### src/rtl/washer_pkg.sv
// Shared washer controller definitions: motor state encoding and the
// processor opcode map.
package washer_pkg;

   typedef enum logic [1:0] {
      M_IDLE = 2'd0,
      M_FWD  = 2'd1,
      M_REV  = 2'd2,
      M_DEAD = 2'd3
   } motor_state_e;

   localparam logic [7:0] OP_WAIT    = 8'h01;
   localparam logic [7:0] OP_FILL    = 8'h02;
   localparam logic [7:0] OP_RELEASE = 8'h03;
   localparam logic [7:0] OP_FORWARD = 8'h04;
   localparam logic [7:0] OP_REVERSE = 8'h05;
   localparam logic [7:0] OP_SET     = 8'h11;
   localparam logic [7:0] OP_DEC     = 8'h12;
   localparam logic [7:0] OP_JZ      = 8'h21;

endpackage

### src/rtl/hold_timer.sv
// Loadable down-counter that saturates at zero; shared by the dead-time
// and minimum on-time interlocks.
module hold_timer #(
   parameter int unsigned CNT_W = 16
) (
   input  logic             clk_i,
   input  logic             rst_i,
   input  logic             load_i,
   input  logic [CNT_W-1:0] load_val_i,
   input  logic             dec_i,
   output logic             zero_o
);

   logic [CNT_W-1:0] count_q, count_d;

   always_comb begin
      count_d = count_q;
      if (load_i)
         count_d = load_val_i;
      else if (dec_i && (count_q != '0))
         count_d = count_q - CNT_W'(1);
   end

   always_ff @(posedge clk_i or posedge rst_i) begin
      if (rst_i) count_q <= '0;
      else       count_q <= count_d;
   end

   assign zero_o = (count_q == '0);

endmodule

### src/rtl/actuator_driver.sv
// Washer actuator output stage: motor dead-time, valve interlocks, overflow
// cut-off and sticky fault. Optional min on-time via ACTUATOR_MIN_ON_EN.
module actuator_driver
   import washer_pkg::*;
#(
   parameter int unsigned DEADTIME = 200,
   parameter int unsigned MIN_ON   = 100,
   parameter int unsigned CNT_W    = 16
) (
   input  logic clk,
   input  logic rst,
   input  logic ena,
   input  logic ctrl_fill,
   input  logic ctrl_release,
   input  logic ctrl_forward,
   input  logic ctrl_reverse,
   input  logic level_full,
   input  logic fault_clr,
   output logic motor_fwd,
   output logic motor_rev,
   output logic valve_fill,
   output logic valve_drain,
   output logic busy,
   output logic fault
);

   localparam logic [CNT_W-1:0] DEAD_LD = CNT_W'(DEADTIME - 1);
   localparam logic [CNT_W-1:0] MIN_LD  = CNT_W'(MIN_ON - 1);

   motor_state_e state_q, state_d;
   logic motor_fwd_q, motor_rev_q, valve_fill_q, valve_drain_q, busy_q, fault_q;
   logic fault_d;
   logic req_fill, req_rel, req_fwd, req_rev;
   logic tmr_load, tmr_dec, tmr_zero, exit_req;
   logic [CNT_W-1:0] tmr_val;

   assign req_fill = ctrl_fill    & ena;
   assign req_rel  = ctrl_release & ena;
   assign req_fwd  = ctrl_forward & ena;
   assign req_rev  = ctrl_reverse & ena;

   assign exit_req = (state_q == M_FWD) ? (~req_fwd | req_rev) : (~req_rev | req_fwd);

   // Entry always loads MIN_LD; without min on-time the value is simply never consumed.
   always_comb begin
      state_d  = state_q;
      tmr_load = 1'b0;
      tmr_val  = DEAD_LD;
      tmr_dec  = 1'b0;
      unique case (state_q)
         M_IDLE: begin
            if (req_fwd & ~req_rev) begin
               state_d  = M_FWD;
               tmr_load = 1'b1;
               tmr_val  = MIN_LD;
            end else if (req_rev & ~req_fwd) begin
               state_d  = M_REV;
               tmr_load = 1'b1;
               tmr_val  = MIN_LD;
            end
         end
         M_FWD, M_REV: begin
`ifdef ACTUATOR_MIN_ON_EN
            tmr_dec = 1'b1;
            if (~ena | (tmr_zero & exit_req)) begin
`else
            if (exit_req) begin
`endif
               state_d  = M_DEAD;
               tmr_load = 1'b1;
               tmr_val  = DEAD_LD;
            end
         end
         M_DEAD: begin
            if (tmr_zero) state_d = M_IDLE;
            else          tmr_dec = 1'b1;
         end
         default: state_d = M_IDLE;
      endcase
   end

   always_comb begin
      fault_d = fault_q;
      if ((req_fwd & req_rev) | (req_fill & req_rel)) fault_d = 1'b1;
      else if (fault_clr)                              fault_d = 1'b0;
   end

   hold_timer #(.CNT_W(CNT_W)) u_timer (
      .clk_i      (clk),
      .rst_i      (rst),
      .load_i     (tmr_load),
      .load_val_i (tmr_val),
      .dec_i      (tmr_dec),
      .zero_o     (tmr_zero)
   );

   always_ff @(posedge clk or posedge rst) begin
      if (rst) begin
         state_q       <= M_IDLE;
         motor_fwd_q   <= 1'b0;
         motor_rev_q   <= 1'b0;
         valve_fill_q  <= 1'b0;
         valve_drain_q <= 1'b0;
         busy_q        <= 1'b0;
         fault_q       <= 1'b0;
      end else begin
         state_q       <= state_d;
         motor_fwd_q   <= (state_d == M_FWD);
         motor_rev_q   <= (state_d == M_REV);
         valve_fill_q  <= req_fill & ~req_rel & ~level_full;
         valve_drain_q <= req_rel & ~req_fill;
         busy_q        <= (state_d != M_IDLE);
         fault_q       <= fault_d;
      end
   end

   assign motor_fwd   = motor_fwd_q;
   assign motor_rev   = motor_rev_q;
   assign valve_fill  = valve_fill_q;
   assign valve_drain = valve_drain_q;
   assign busy        = busy_q;
   assign fault       = fault_q;

endmodule

### config.mk
export PLATFORM = sky130hd
export DESIGN_NAME = actuator_driver
export DESIGN_NICKNAME = d
export VERILOG_FILES = /design/src/rtl/washer_pkg.sv /design/src/rtl/hold_timer.sv /design/src/rtl/actuator_driver.sv
export SDC_FILE = /design/constraint.sdc
export NUM_CORES = 1
export LEC_CHECK = 0
export BUFFER_PORTS_ARGS = -buffer_cell sky130_fd_sc_hd__buf_4
export CAP_MARGIN = 10
export CORE_AREA = 2 2 66 56
export CTS_CLUSTER_SIZE = 24
export DETAILED_ROUTE_END_ITERATION = 6
export DIE_AREA = 0 0 68 58
export GPL_ROUTABILITY_DRIVEN = 0
export PLACE_DENSITY = 0.67
export SYNTH_ARGS = -nofsm -noshare
export SYNTH_HDL_FRONTEND = slang
export SYNTH_HIERARCHICAL = 1
export SYNTH_SLANG_ARGS = --single-unit
### constraint.sdc
create_clock -name clk -period 6.5 [get_ports clk]
set_input_delay 0.975 -clock clk [delete_from_list [all_inputs] [get_ports clk]]
set_output_delay 0.975 -clock clk [all_outputs]
set_load 0.05 [all_outputs]
==> results of run 1 <==
cells by family after synthesis:
group,count (synthesis)
AND/OR/NAND/NOR,77
AO/OA/AOI/OAI,46
other,2
XOR/XNOR,3
buffers and inverters,18
adder cells (fa/ha/maj),8
flip-flops,24
multiplexers,1
sequential cells by signal, indices dropped and copies added (netlist names):
register         cells
u_timer/count_q     16
valve_fill           1
valve_drain          1
motor_rev            1
motor_fwd            1
fault                1
state_q              2
busy                 1
power by group:
part / switching [mW] / total [mW] / leakage [nW] / internal (mW)
combinational: 0.279 / 0.475 / 0.480 / 0.196
clock: 0.0472 / 0.101 / 0.0288 / 0.0541
sequential: 0.0828 / 0.302 / 0.284 / 0.219
total: 0.409 / 0.878 / 0.792 / 0.469
stage by stage:
stage / area [sq um] / total power, mW
2_1_floorplan: 1620 / 0.656
3_3_place_gp: 1770 / 0.750
3_5_place_dp: 1770 / 0.767
4_1_cts: 1820 / 0.874
5_1_grt: 1820 / 0.954
6_report: 1820 / 0.878
layer usage:
layer  vias up  track usage (%)
met5         -                0
met3         2             5.24
met2        43             29.0
met4         0             4.00
met1       660             27.5
li1        693                -
layout make-up:
| type | instances | area, sq um |
|---|---|---|
| clock buffer | 4 | 55.1 |
| tap | 42 | 52.6 |
| timing repair buffer | 15 | 113 |
| multi-input combinational | 148 | 948 |
| inverter | 14 | 52.6 |
| sequential | 24 | 601 |
| fill | 294 | 1460 |
worst paths after layout:
check | start | end | slack, ns | cells past startpoint
worst max-delay path | u_timer/count_q[0]$_DFFE_PP0P_ | u_timer/count_q[13]$_DFFE_PP0P_ | 3.55 | 10
worst min-delay path | u_timer/count_q[11]$_DFFE_PP0P_ | u_timer/count_q[11]$_DFFE_PP0P_ | 0.58 | 2
worst max register to register | u_timer/count_q[0]$_DFFE_PP0P_ | u_timer/count_q[13]$_DFFE_PP0P_ | 3.55 | 10
worst min register to register | u_timer/count_q[11]$_DFFE_PP0P_ | u_timer/count_q[11]$_DFFE_PP0P_ | 0.58 | 2
max in group asynchronous | rst | u_timer/count_q[12]$_DFFE_PP0P_ | 5.29 | 2
min in group asynchronous | rst | fault$_DFFE_PP0P_ | 0.66 | 2
cells in the mapped netlist, types with 3 or more instances:
cell                        n  area share [%]
sky130_fd_sc_hd__a21oi_1    8             2.5
sky130_fd_sc_hd__a311o_1    3             1.9
sky130_fd_sc_hd__a31oi_1    5             2.0
sky130_fd_sc_hd__and2_1     3             1.2
sky130_fd_sc_hd__clkbuf_1   3            0.71
sky130_fd_sc_hd__dfrtp_1   24              38
sky130_fd_sc_hd__ha_1       8             6.3
sky130_fd_sc_hd__inv_1     12             2.9
sky130_fd_sc_hd__nand2_1   20             4.8
sky130_fd_sc_hd__nand3_1    4             1.3
sky130_fd_sc_hd__nand4_1    5             2.0
sky130_fd_sc_hd__nor2_1    15             3.6
sky130_fd_sc_hd__nor3_1     6             1.9
sky130_fd_sc_hd__o21ai_0    8             2.5
sky130_fd_sc_hd__or4_1      5             2.4
cell usage in the layout, fill, tap and decap left out, drive strengths merged, types with 2 or more instances in the layout:
cell type	synthesis	routed
a211o	2	2
a21oi	9	9
a2bb2oi	2	2
a311o	3	3
a31oi	5	5
and2	3	3
buf	1	15
clkbuf	3	4
conb	2	13
dfrtp	24	24
ha	8	8
inv	14	14
nand2	20	20
nand3	4	4
nand4	5	5
nor2	15	15
nor2b	3	3
nor3	6	6
nor3b	2	2
nor4	2	2
o211ai	2	2
o21ai	10	10
o311ai	2	2
o31ai	2	2
o41ai	2	2
or3	2	2
or4	7	7
or4b	2	2
xor2	2	2
worst max-delay path: cells and delay by family, from the launching register on:
family	cells	cell delay (ns)
and+or+nand+nor	4	1.12
AOI/OAI and AO/OA	3	0.92
DFF	1	0.39
adders and majority gates	1	0.27
buffers and inverters	2	0.15
==> out/metrics.sh, run 1 <==
SETUP_TOTAL_NEGATIVE_SLACK_NS=0
TIMING.CRITICAL_PATH.REQUIRED_NS=6.66
WL_PER_CELL_UM=13.8
DETAILED_ROUTE_ITER0_VIOLATIONS=67
FINAL.MIN_CLOCK_PERIOD_NS=2.95
YS_DOMINANT_REG_CELL='sky130_fd_sc_hd__dfrtp_1'
CTS.CLK_SLEW.WORST_PATHS_NS=0.08
FINAL_CELL_COUNT_WITHOUT_FILLERS=247
WORST_HOLD_PATH_TYPE='flip-flop to flip-flop'
TRITONCTS='yes'
DRT-MET1-WL_UM=1690
MAXIMUM_CLOCK_SKEW_AT_FINAL_LAYOUT_NS=0.00240
HTREEDEPTH=1
OUTCOME='completed'
TRANSITION_TIME_AT_THE_PIN_WITH_THE_LEAST_SLEW_MARGIN_NS=0.655
INSERTION_DELAY_NS=0.27
FINAL_COUNT_OF_NEGATIVE_SETUP_SLACK_ENDPOINTS=0
YOSYS-MUX-AREA-FRACTION_PCT=0.635
LEAKAGEPOWER_nW=0.792
FIRST_PASS_ITERS=5
POSTSYNTHREGISTERBITS=24
UNREPAIRED_SETUP_ENDPOINTS_AFTER_GLOBAL_ROUTING='no'
CTSRESIZECOUNT=0
SYNTH_COMPOUND_GATE_AREA_SHARE_PCT=21.2
DOMINANT_COMBINATIONAL_CELL_FAMILY_BY_AREA_AFTER_SYNTHESIS='simple AND/OR/NAND/NOR gates'
POWER.DENSITY_CELL_AREA_mW_PER_MM2=482
SYNTH-SIMPLE-AREA-SHARE_PCT=27.2
MAX_CAP_VIOL_COUNT=0
WORST_HOLD_SLACK_NS=0.584
DRIVE_ABOVE_1_SHARE_PCT=16.1
CTS_HOLD_BUF=0
NUM_ROWS=19
POST_DRT_VIA_CELL_RATIO=5.66
ANTENNA_CELLS=0
SYNTHESIZED_INSTANCE_COUNT=179
FINALNETCOUNT=223
PLACEMENT.SETUP.WORST_SLACK_NS=3.40
TOTAL_DIE_AREA_SQ_MM=0.00394
WORST-SETUP-PATH-TYPE='flip-flop to flip-flop'
AVGSYNTHCELLAREA_SQ_UM=8.81
CP_SLOWEST_CELL='sky130_fd_sc_hd__or4b_1'
HORIZONTAL_DIE_DIMENSION_UM=68
TIMING_HOLD_VIOLATIONS_FINAL=0
TOTAL_VIA_COUNT_AFTER_DETAILED_ROUTING=1398
GRT_OVERFLOW=0
ANT_NETS=0
COUNT_OF_FLIP_FLOPS_WITH_A_BUILT_IN_ENABLE_AFTER_SYNTHESIS=0
HIGHEST_LAYER='met4'
FRACTION_OF_THE_YOSYS_AREA_TAKEN_BY_SEQUENTIAL_CELLS_PCT=38.1
SYNTH_FA_HA_AREA_SHARE_PCT=6.35
IO-PIN-COUNT=15
PLACE_INST=243
NUMBER_OF_GLOBAL_ROUTE_VIAS_BEFORE_REPAIR=1258
STARTING_DENSITY_PCT=48.1
DATA_ARRIVAL_TIME_OF_THE_CRITICAL_PATH_NS=3.11
GRT_FIRST_PASS_WIRELENGTH_UM=5690
GRT_START_MAX_NET_PINS=22
LONGEST_INDIVIDUAL_STAGE_DELAY_ON_THE_WORST_PATH_NS=0.56
GRT_USAGE_PCT=19.1
POST_CTS.REPAIR.SETUP_BUFFERS=0
NETLIST_AREA_SQ_MM=0.00158
ASYNC_RESET_FF_SHARE_PCT=100
CORE_SQ_MM=0.00328
POST_SYNTH_NUM_CELL_TYPES=53
VDD_DROP_MAX_mV=0.285
WORSTPATHCELLLIST='inv_1 -> ha_1 -> or4b_2 -> or4_4 -> inv_2 -> nor2b_4 -> or4b_1 -> a311oi_1 -> a21oi_1 -> a311o_1'
DIE_HEIGHT_UM=58
CTSROOTBUFFERMASTER='sky130_fd_sc_hd__clkbuf_8'
MET2ROUTEDLENGTH_UM=1510
TIMING.CRITICAL_PATH.TO_TYPE='flip-flop'
MET3_LENGTH_UM=201
AREA_ADDED_BETWEEN_SYNTHESIS_AND_FINISH_PCT=15.6
MAXIMUM_COUNT_OF_CLOCK_BUFFERS_ALONG_A_SINGLE_PATH=2
MAXIMUM_NET_FANOUT_ON_THE_CRITICAL_PATH=7
TIMING.FINAL.WS_SETUP_NS=3.55
NUMPORTBUFFERS=14
PLACE.DETAILED.HPWL_UM=2530
SLEW_HEADROOM_PCT=55.7
ANTENNA_VIOLATIONS_BEFORE_REPAIR=0
MAX_FREQ_MHz=339
DRT_WL_TOTAL_UM=3420
NUMCLOCKSINKS=24
SYNTH-XOR-AREA-SHARE_PCT=1.67
LAYOUT.CORE_UTILIZATION_PCT=55.5
CRITICAL_PATH_LAUNCH_POINT_TYPE='flip-flop'
POST-ROUTE-DRC-COUNT=0
MIN_PERIOD_OVER_PERIOD_PCT=45.4
TIMING_MAX_TRANSITION_VIOLATIONS_FINAL=0
CTS-BUFFERS-INSERTED=3
YOSYS_WARNINGS=6
Note: power is estimated with default switching activity, not from simulation.
==> inputs of run 2 (changes only) <==
- PLACE_DENSITY: 0.67 -> 0.7
- clock period: 6.5 -> 2.46 ns (I/O delays scaled with it)
==> out/metrics.sh, run 2 (synthesis results as in run 1) <==
CRITICAL_PATH_LAUNCH_POINT_TYPE='flip-flop'
POST-ROUTE-DRC-COUNT=0  # unchanged
NUM_ROWS=19  # unchanged
OUTCOME='finished with violations'
MAXIMUM_COUNT_OF_CLOCK_BUFFERS_ALONG_A_SINGLE_PATH=2  # unchanged
PLACE_INST=271  # +12%
TOP_REGISTER='u_timer/count_q'
MAXIMUM_CLOCK_SKEW_AT_FINAL_LAYOUT_NS=0.00180  # -0.000595 ns
INTERNAL-POWER_mW=1.61  # +240%
CTS-BUFFERS-INSERTED=3  # unchanged
GRT_START_MAX_NET_PINS=17  # -23%
CORE_SQ_MM=0.00328  # unchanged
FAILED_CHECKS='negative setup slack'
NUMCLOCKSINKS=24  # unchanged
TIMING.CRITICAL_PATH.TO_TYPE='flip-flop'
MAXIMUM_NET_FANOUT_ON_THE_CRITICAL_PATH=5  # -2
MAX_FREQ_MHz=404  # +19%
ANTENNA_CELLS=0  # unchanged
WL_PER_CELL_UM=14.9  # +7.4%
P_SW_mW=1.28  # +210%
NUMBER_OF_GLOBAL_ROUTE_VIAS_BEFORE_REPAIR=1519  # +21%
TRANSITION_TIME_AT_THE_PIN_WITH_THE_LEAST_SLEW_MARGIN_NS=0.598  # -0.0572 ns
WORST_HOLD_PATH_TYPE='input pin to async pin'
MAX_CAP_VIOL_COUNT=0  # unchanged
TIMING_HOLD_VIOLATIONS_FINAL=0  # unchanged
LEAKAGEPOWER_nW=1.01  # +27%
WORST-SETUP-PATH-TYPE='flip-flop to flip-flop'
COMB_POWER_SHARE_PCT=67.8  # +14 points
CTS_HOLD_BUF=0  # unchanged
MIN_PERIOD_OVER_PERIOD_PCT=101  # +55 points
STARTING_DENSITY_PCT=48.1  # unchanged
TIMING.FINAL.WS_SETUP_NS=-0.0136  # -3.56 ns
DETAILED_ROUTE_ITER0_VIOLATIONS=103  # +54%
POWER.DENSITY_CELL_AREA_mW_PER_MM2=1300  # +170%
HTREEDEPTH=1  # unchanged
POWER_SWITCHING_SHARE_PCT=44.2  # -2.4 points
DRT_WL_TOTAL_UM=4270  # +25%
GRT_OVERFLOW=0  # unchanged
FINAL_COUNT_OF_NEGATIVE_SETUP_SLACK_ENDPOINTS=2  # +2
PLACE.DETAILED.HPWL_UM=3060  # +21%
UNREPAIRED_SETUP_ENDPOINTS_AFTER_GLOBAL_ROUTING='yes'
ANT_NETS=0  # unchanged
IO-PIN-COUNT=15  # unchanged
INSERTION_DELAY_NS=0.26  # about the same
GRT_FIRST_PASS_WIRELENGTH_UM=6890  # +21%
LARGEST_REGISTERS='u_timer/count_q x16, state_q x2'
TOTAL_DIE_AREA_SQ_MM=0.00394  # unchanged
LARGEST_REGISTER_FFS=16  # unchanged
CTS.CLK_SLEW.WORST_PATHS_NS=0.08  # about the same
SETUP_TOTAL_NEGATIVE_SLACK_NS=-0.0176  # -0.0176 ns
TOTALPOWERFINAL_mW=2.89  # +230%
AREA_ADDED_BETWEEN_SYNTHESIS_AND_FINISH_PCT=40.7
TIMING_MAX_TRANSITION_VIOLATIONS_FINAL=0  # unchanged
DATA_ARRIVAL_TIME_OF_THE_CRITICAL_PATH_NS=2.66  # -0.45 ns
TOTAL_VIA_COUNT_AFTER_DETAILED_ROUTING=1601  # +15%
DIE_HEIGHT_UM=58  # unchanged
TIMING.CRITICAL_PATH.REQUIRED_NS=2.65  # -4.01 ns
FINAL.MIN_CLOCK_PERIOD_NS=2.47  # -0.478 ns
POST_DRT_VIA_CELL_RATIO=5.58  # -1.4%
TRITONCTS='yes'
FINALNETCOUNT=264  # +18%
FINAL_CELL_COUNT_WITHOUT_FILLERS=287  # +16%
MOSTFREQUENTLAYOUTCELLS='55 x sky130_fd_sc_hd__buf_4, 24 x sky130_fd_sc_hd__dfrtp_1, 19 x sky130_fd_sc_hd__nand2_1'
POWER_FRAC_CLOCK_PCT=7.9  # -3.6 points
SEQPWRFRAC_PCT=24.3  # -10 points
SETUP.REG_TO_REG.WORST_SLACK_NS=-0.01  # -3.56 ns
DRIVE_ABOVE_1_SHARE_PCT=35.1  # +19 points
FINAL_COMMON_CELL='sky130_fd_sc_hd__buf_4'
NUMPORTBUFFERS=14  # unchanged
FILLER_CELL_COUNT=256  # -13%
FIRST_PASS_ITERS=4  # -1
GRT_USAGE_PCT=23.1  # +4.0 points
ANTENNA_VIOLATIONS_BEFORE_REPAIR=0  # unchanged
VDD_DROP_MAX_mV=0.815  # +190%
CTSROOTBUFFERMASTER='sky130_fd_sc_hd__clkbuf_8'
SLEW_HEADROOM_PCT=59.8  # +4.0 points
PLACEMENT.SETUP.WORST_SLACK_NS=-0.121  # -3.52 ns
HORIZONTAL_DIE_DIMENSION_UM=68  # unchanged
run 2: cell types whose count changed in the layout (fill, tap and decap cells not counted), moves of 2 or more:
| cell | delta |
|---|---|
| sky130_fd_sc_hd__buf_4 | +40 |
| sky130_fd_sc_hd__or4b_4 | +2 |
| sky130_fd_sc_hd__or4_1 | -2 |
| sky130_fd_sc_hd__o21ai_0 | -4 |
| sky130_fd_sc_hd__or4_4 | +2 |
| sky130_fd_sc_hd__inv_1 | -2 |
| sky130_fd_sc_hd__o21ai_1 | +4 |
run 2: what timing repair did:
item	in CTS	in global routing
endpoints found under the setup margin	13	16
gates resized for setup	11	7
pin swaps	14	10
setup buffers	5	8
run 2: layer usage:
metal	vias up	GRT usage (%)	part of all wire (%)
li1	773	-	-
met1	772	31.4	44
met2	46	37.6	50
met3	10	4.85	4.2
met4	0	6.00	1.7
met5	-	0	0
run 2: critical path, stage by stage, from the launching register on:
cell	delay, ns
sky130_fd_sc_hd__dfrtp_1	0.40
sky130_fd_sc_hd__or4_4	0.56
sky130_fd_sc_hd__or4_4	0.56
sky130_fd_sc_hd__inv_4	0.09
sky130_fd_sc_hd__nor2b_4	0.05
sky130_fd_sc_hd__or4b_4	0.23
sky130_fd_sc_hd__buf_6	0.10
sky130_fd_sc_hd__nor2_4	0.04
sky130_fd_sc_hd__a31o_2	0.20
sky130_fd_sc_hd__a31oi_1	0.16
run 2: layout make-up:
type                    count  area (sq um)  share of cell area (%)
clock buffers               3          41.3                    1.86
inverters                  14          55.1                    2.48
multi-input cells         148          1040                    47.1
flip-flops and latches     24           601                    27.1
well taps                  42          52.6                    2.37
repair buffers             56           424                    19.1
run 2: stage by stage:
| step | cell area [sq um] | hold slack (ns) | utilization [%] |
|---|---|---|---|
| after floorplan | 1650 | 0.185 | - |
| final | 2220 | 0.0580 | 67.6 |
| after detailed placement | 2010 | 0.352 | 61.1 |
| after global routing | 2220 | 0.0589 | 67.6 |
| after CTS | 2140 | 0.0606 | 65.2 |
| after global placement | 2010 | 0.347 | 61.1 |
run 2: power by group through the flow:
stage               combinational, mW  sequential, mW  clock [mW]
floorplan                       0.958           0.815           0
global placement                 1.60           0.693           0
detailed placement               1.67           0.706           0
CTS                              1.82           0.700       0.238
global route                     2.15           0.726       0.256
finish                           1.96           0.703       0.227
run 2: worst paths after layout:
kind / from / cells after the start / endpoint
hold / removal: rst / 2 / valve_drain$_DFF_PP0_
hold reg to reg: u_timer/count_q[11]$_DFFE_PP0P_ / 2 / u_timer/count_q[11]$_DFFE_PP0P_
setup / recovery: u_timer/count_q[9]$_DFFE_PP0P_ / 9 / u_timer/count_q[15]$_DFFE_PP0P_
setup reg to reg: u_timer/count_q[9]$_DFFE_PP0P_ / 9 / u_timer/count_q[15]$_DFFE_PP0P_
min in group clk: level_full / 2 / valve_fill$_DFF_PP0_
max in group asynchronous: rst / 2 / u_timer/count_q[1]$_DFFE_PP0P_
==> inputs of run 3 (changes only) <==
- CELL_PAD_IN_SITES_DETAIL_PLACEMENT: not set -> 1
- CELL_PAD_IN_SITES_GLOBAL_PLACEMENT: not set -> 1
- CORE_AREA: 2 2 66 56 -> 2 2 74 62
- DIE_AREA: 0 0 68 58 -> 0 0 76 64
- PLACE_DENSITY: 0.7 -> not set
- PLACE_DENSITY_LB_ADDON: not set -> 0.1
==> out/metrics.sh, run 3 (synthesis results as in run 1) <==
LONGEST_INDIVIDUAL_STAGE_DELAY_ON_THE_WORST_PATH_NS=0.55  # about the same
FINALNETCOUNT=255  # -3.4%
GRTUSAGEMET1_PCT=27.3  # -4.1 points
DIE_HEIGHT_UM=64  # +10%
DRT_WL_TOTAL_UM=4760  # +11%
GRT_USAGE_PCT=20.8  # -2.3 points
CRIT-REG2REG-CAPTURE='u_timer/count_q[14]$_DFFE_PP0P_'
PLACED_CELL_AREA_SQ_MM=0.00202  # +0.94%
UNREPAIRED_SETUP_ENDPOINTS_AFTER_GLOBAL_ROUTING='yes'
COMB_POWER_SHARE_PCT=66.3  # -1.5 points
NUM_ROWS=21  # +2
HTREEDEPTH=1  # unchanged
POST_DRT_VIA_CELL_RATIO=5.34  # -4.3%
CORE_SQ_MM=0.00407  # +24%
WORST_HOLD_SLACK_NS=0.0596  # +0.00154 ns
TOTAL_VIA_COUNT_AFTER_DETAILED_ROUTING=1570  # -1.9%
CTSROOTBUFFERMASTER='sky130_fd_sc_hd__clkbuf_8'
OUTCOME='finished with violations'
GRT_USE_MET3_PCT=3.95  # -0.90 points
LEAKAGEPOWER_nW=0.970  # -3.6%
WORST-SETUP-PATH-TYPE='flip-flop to flip-flop'
AREA_ADDED_BETWEEN_SYNTHESIS_AND_FINISH_PCT=37.4
WL_PER_CELL_UM=16.2  # +8.8%
TIMING.FINAL.WS_SETUP_NS=-0.0308  # -0.0171 ns
TIMING.CRITICAL_PATH.TO_TYPE='flip-flop'
TOTAL_DIE_AREA_SQ_MM=0.00486  # +23%
ANTENNA_VIOLATIONS_BEFORE_REPAIR=0  # unchanged
CRITICAL_PATH_LAUNCH_POINT_TYPE='flip-flop'
SETUP_TOTAL_NEGATIVE_SLACK_NS=-0.0457  # -0.0281 ns
NUMPORTBUFFERS=14  # unchanged
TIMING.RR.START='u_timer/count_q[0]$_DFFE_PP0P_'
POWER_SWITCHING_SHARE_PCT=45.3  # +1.1 points
LARGEST_REGISTERS='u_timer/count_q x16, state_q x2'
ANTENNA_CELLS=0  # unchanged
FAILED_CHECKS='negative setup slack'
FINAL.MIN_CLOCK_PERIOD_NS=2.49  # +0.0171 ns
MAXIMUM_CLOCK_SKEW_AT_FINAL_LAYOUT_NS=0.00278  # +0.000975 ns
DATA_ARRIVAL_TIME_OF_THE_CRITICAL_PATH_NS=2.65  # about the same
INTERNAL-POWER_mW=1.58  # -2.3%
NUMBER_OF_GLOBAL_ROUTE_VIAS_BEFORE_REPAIR=1642  # +8.1%
MOSTFREQUENTLAYOUTCELLS='47 x sky130_fd_sc_hd__buf_4, 24 x sky130_fd_sc_hd__dfrtp_1, 19 x sky130_fd_sc_hd__nand2_1'
CTS.CLK_SLEW.WORST_PATHS_NS=0.09  # about the same
GRT_FIRST_PASS_WIRELENGTH_UM=7960  # +16%
SEQPWRFRAC_PCT=23.9  # -0.4 points
LARGEST_REGISTER_FFS=16  # unchanged
PLACE.DETAILED.HPWL_UM=3670  # +20%
CP_SLOWEST_CELL='sky130_fd_sc_hd__or4_4'
PLACEMENT.SETUP.WORST_SLACK_NS=-0.100  # +0.0203 ns
TIMING_MAX_TRANSITION_VIOLATIONS_FINAL=0  # unchanged
MIN_PERIOD_OVER_PERIOD_PCT=101  # +0.70 points
GLOBALROUTE.BUSIESTLAYER='met2'
VDD_DROP_MAX_mV=0.743  # -8.8%
IO-PIN-COUNT=15  # unchanged
POWER_FRAC_CLOCK_PCT=9.8  # +1.9 points
FINAL_COUNT_OF_NEGATIVE_SETUP_SLACK_ENDPOINTS=3  # +1
ANT_NETS=0  # unchanged
TRANSITION_TIME_AT_THE_PIN_WITH_THE_LEAST_SLEW_MARGIN_NS=0.674  # +0.0763 ns
TRITONCTS='yes'
TIMING_HOLD_VIOLATIONS_FINAL=0  # unchanged
DRIVE_ABOVE_1_SHARE_PCT=32.5  # -2.6 points
WORST_R2R_PATH_DEPTH=10  # +1
HORIZONTAL_DIE_DIMENSION_UM=76  # +12%
TIMING.CRITICAL_PATH.REQUIRED_NS=2.62  # -0.03 ns
CRIT_START='u_timer/count_q[0]$_DFFE_PP0P_'
WORSTPATHCELLLIST='inv_2 -> ha_4 -> or4b_4 -> or4_4 -> inv_4 -> nor2b_4 -> nor4bb_4 -> nand4_1 -> mux2i_1 -> o21ai_1'
DETAILED_ROUTE_ITER0_VIOLATIONS=57  # -45%
POWER.DENSITY_CELL_AREA_mW_PER_MM2=1330  # +2.1%
FINISH.INSTANCE_AREA_SQ_MM=0.00217  # -2.4%
NUMCLOCKSINKS=24  # unchanged
WORST_HOLD_PATH_TYPE='input pin to async pin'
MAX_FREQ_MHz=401  # -0.69%
MAXIMUM_NET_FANOUT_ON_THE_CRITICAL_PATH=6  # +1
INSERTION_DELAY_NS=0.27  # about the same
FILLER_CELL_COUNT=501  # +96%
STARTING_DENSITY_PCT=38.7  # -9.3 points
FIRST_PASS_ITERS=4  # unchanged
GLOBAL_ROUTE.USAGE.MET2_PCT=36.8  # -0.76 points
MAX_CAP_VIOL_COUNT=0  # unchanged
MAXIMUM_COUNT_OF_CLOCK_BUFFERS_ALONG_A_SINGLE_PATH=2  # unchanged
LAYOUT.CORE_UTILIZATION_PCT=53.2  # -14 points
FINAL_COMMON_CELL='sky130_fd_sc_hd__buf_4'
SETUP.REG_TO_REG.WORST_SLACK_NS=-0.03  # -0.02 ns
POST-ROUTE-DRC-COUNT=0  # unchanged
GRT_OVERFLOW=0  # unchanged
CTS-BUFFERS-INSERTED=3  # unchanged
P_SW_mW=1.30  # +2.1%
CRITICAL_PATH_CAPTURE_POINT='u_timer/count_q[14]$_DFFE_PP0P_'
TOP_REGISTER='u_timer/count_q'
GRT_START_MAX_NET_PINS=17  # unchanged
SLEW_HEADROOM_PCT=55.0  # -4.8 points
[run 3: worst min-delay path by stage]
stage / from / to / slack, ns / cells past startpoint
5_1_grt: rst / valve_fill$_DFF_PP0_ / 0.08 / 2
2_1_floorplan: rst / busy$_DFF_PP0_ / 0.18 / 1
3_5_place_dp: rst / valve_fill$_DFF_PP0_ / 0.37 / 2
6_report: rst / valve_fill$_DFF_PP0_ / 0.06 / 2
4_1_cts: rst / valve_fill$_DFF_PP0_ / 0.06 / 2
3_3_place_gp: rst / valve_drain$_DFF_PP0_ / 0.35 / 2
[run 3: power groups by stage]
stage | Sequential (mW) | Clock, mW | Combinational (mW)
2_1_floorplan | 0.815 | 0 | 0.958
3_3_place_gp | 0.685 | 0 | 1.65
3_5_place_dp | 0.696 | 0 | 1.75
4_1_cts | 0.687 | 0.294 | 1.86
5_1_grt | 0.717 | 0.304 | 2.09
6_report | 0.690 | 0.282 | 1.91
[run 3: per-stage QoR]
stage	total power [mW]	cells
floorplan	1.77	190
global placement	2.33	286
detailed placement	2.44	286
CTS	2.84	294
global route	3.11	294
finish	2.88	294
[run 3: routing by layer]
layer / vias to the layer above / share of wire (%)
met4: 0 / 0.55
met3: 5 / 3.3
met2: 28 / 49
met5: - / 0
met1: 780 / 48
li1: 757 / -
[run 3: worst max-delay path, delay by kind of cell (launching register included)]
family,cells,cell delay [ns]
mux,1,0.27
simple gates,5,1.34
flops,1,0.40
compound gates,1,0.08
buf+inv,2,0.17
fa+ha+maj,1,0.12
[run 3: timing repair]
action                                  CTS  global route
hold buffers                              0             0
buffers inserted                          4             0
pin swaps                                 8             6
endpoints found under the setup margin   10            13
resized for setup                         7             9
cloned                                    0             0
[run 3: final cells by class]
cell class | instances | area, sq um | area share, %
inverters | 14 | 55.1 | 2.54
repair buffers | 47 | 353 | 16.3
flip-flops and latches | 24 | 601 | 27.7
clock buffers | 4 | 55.1 | 2.54
multi-input cells | 148 | 1030 | 47.6
well taps | 57 | 71.3 | 3.29
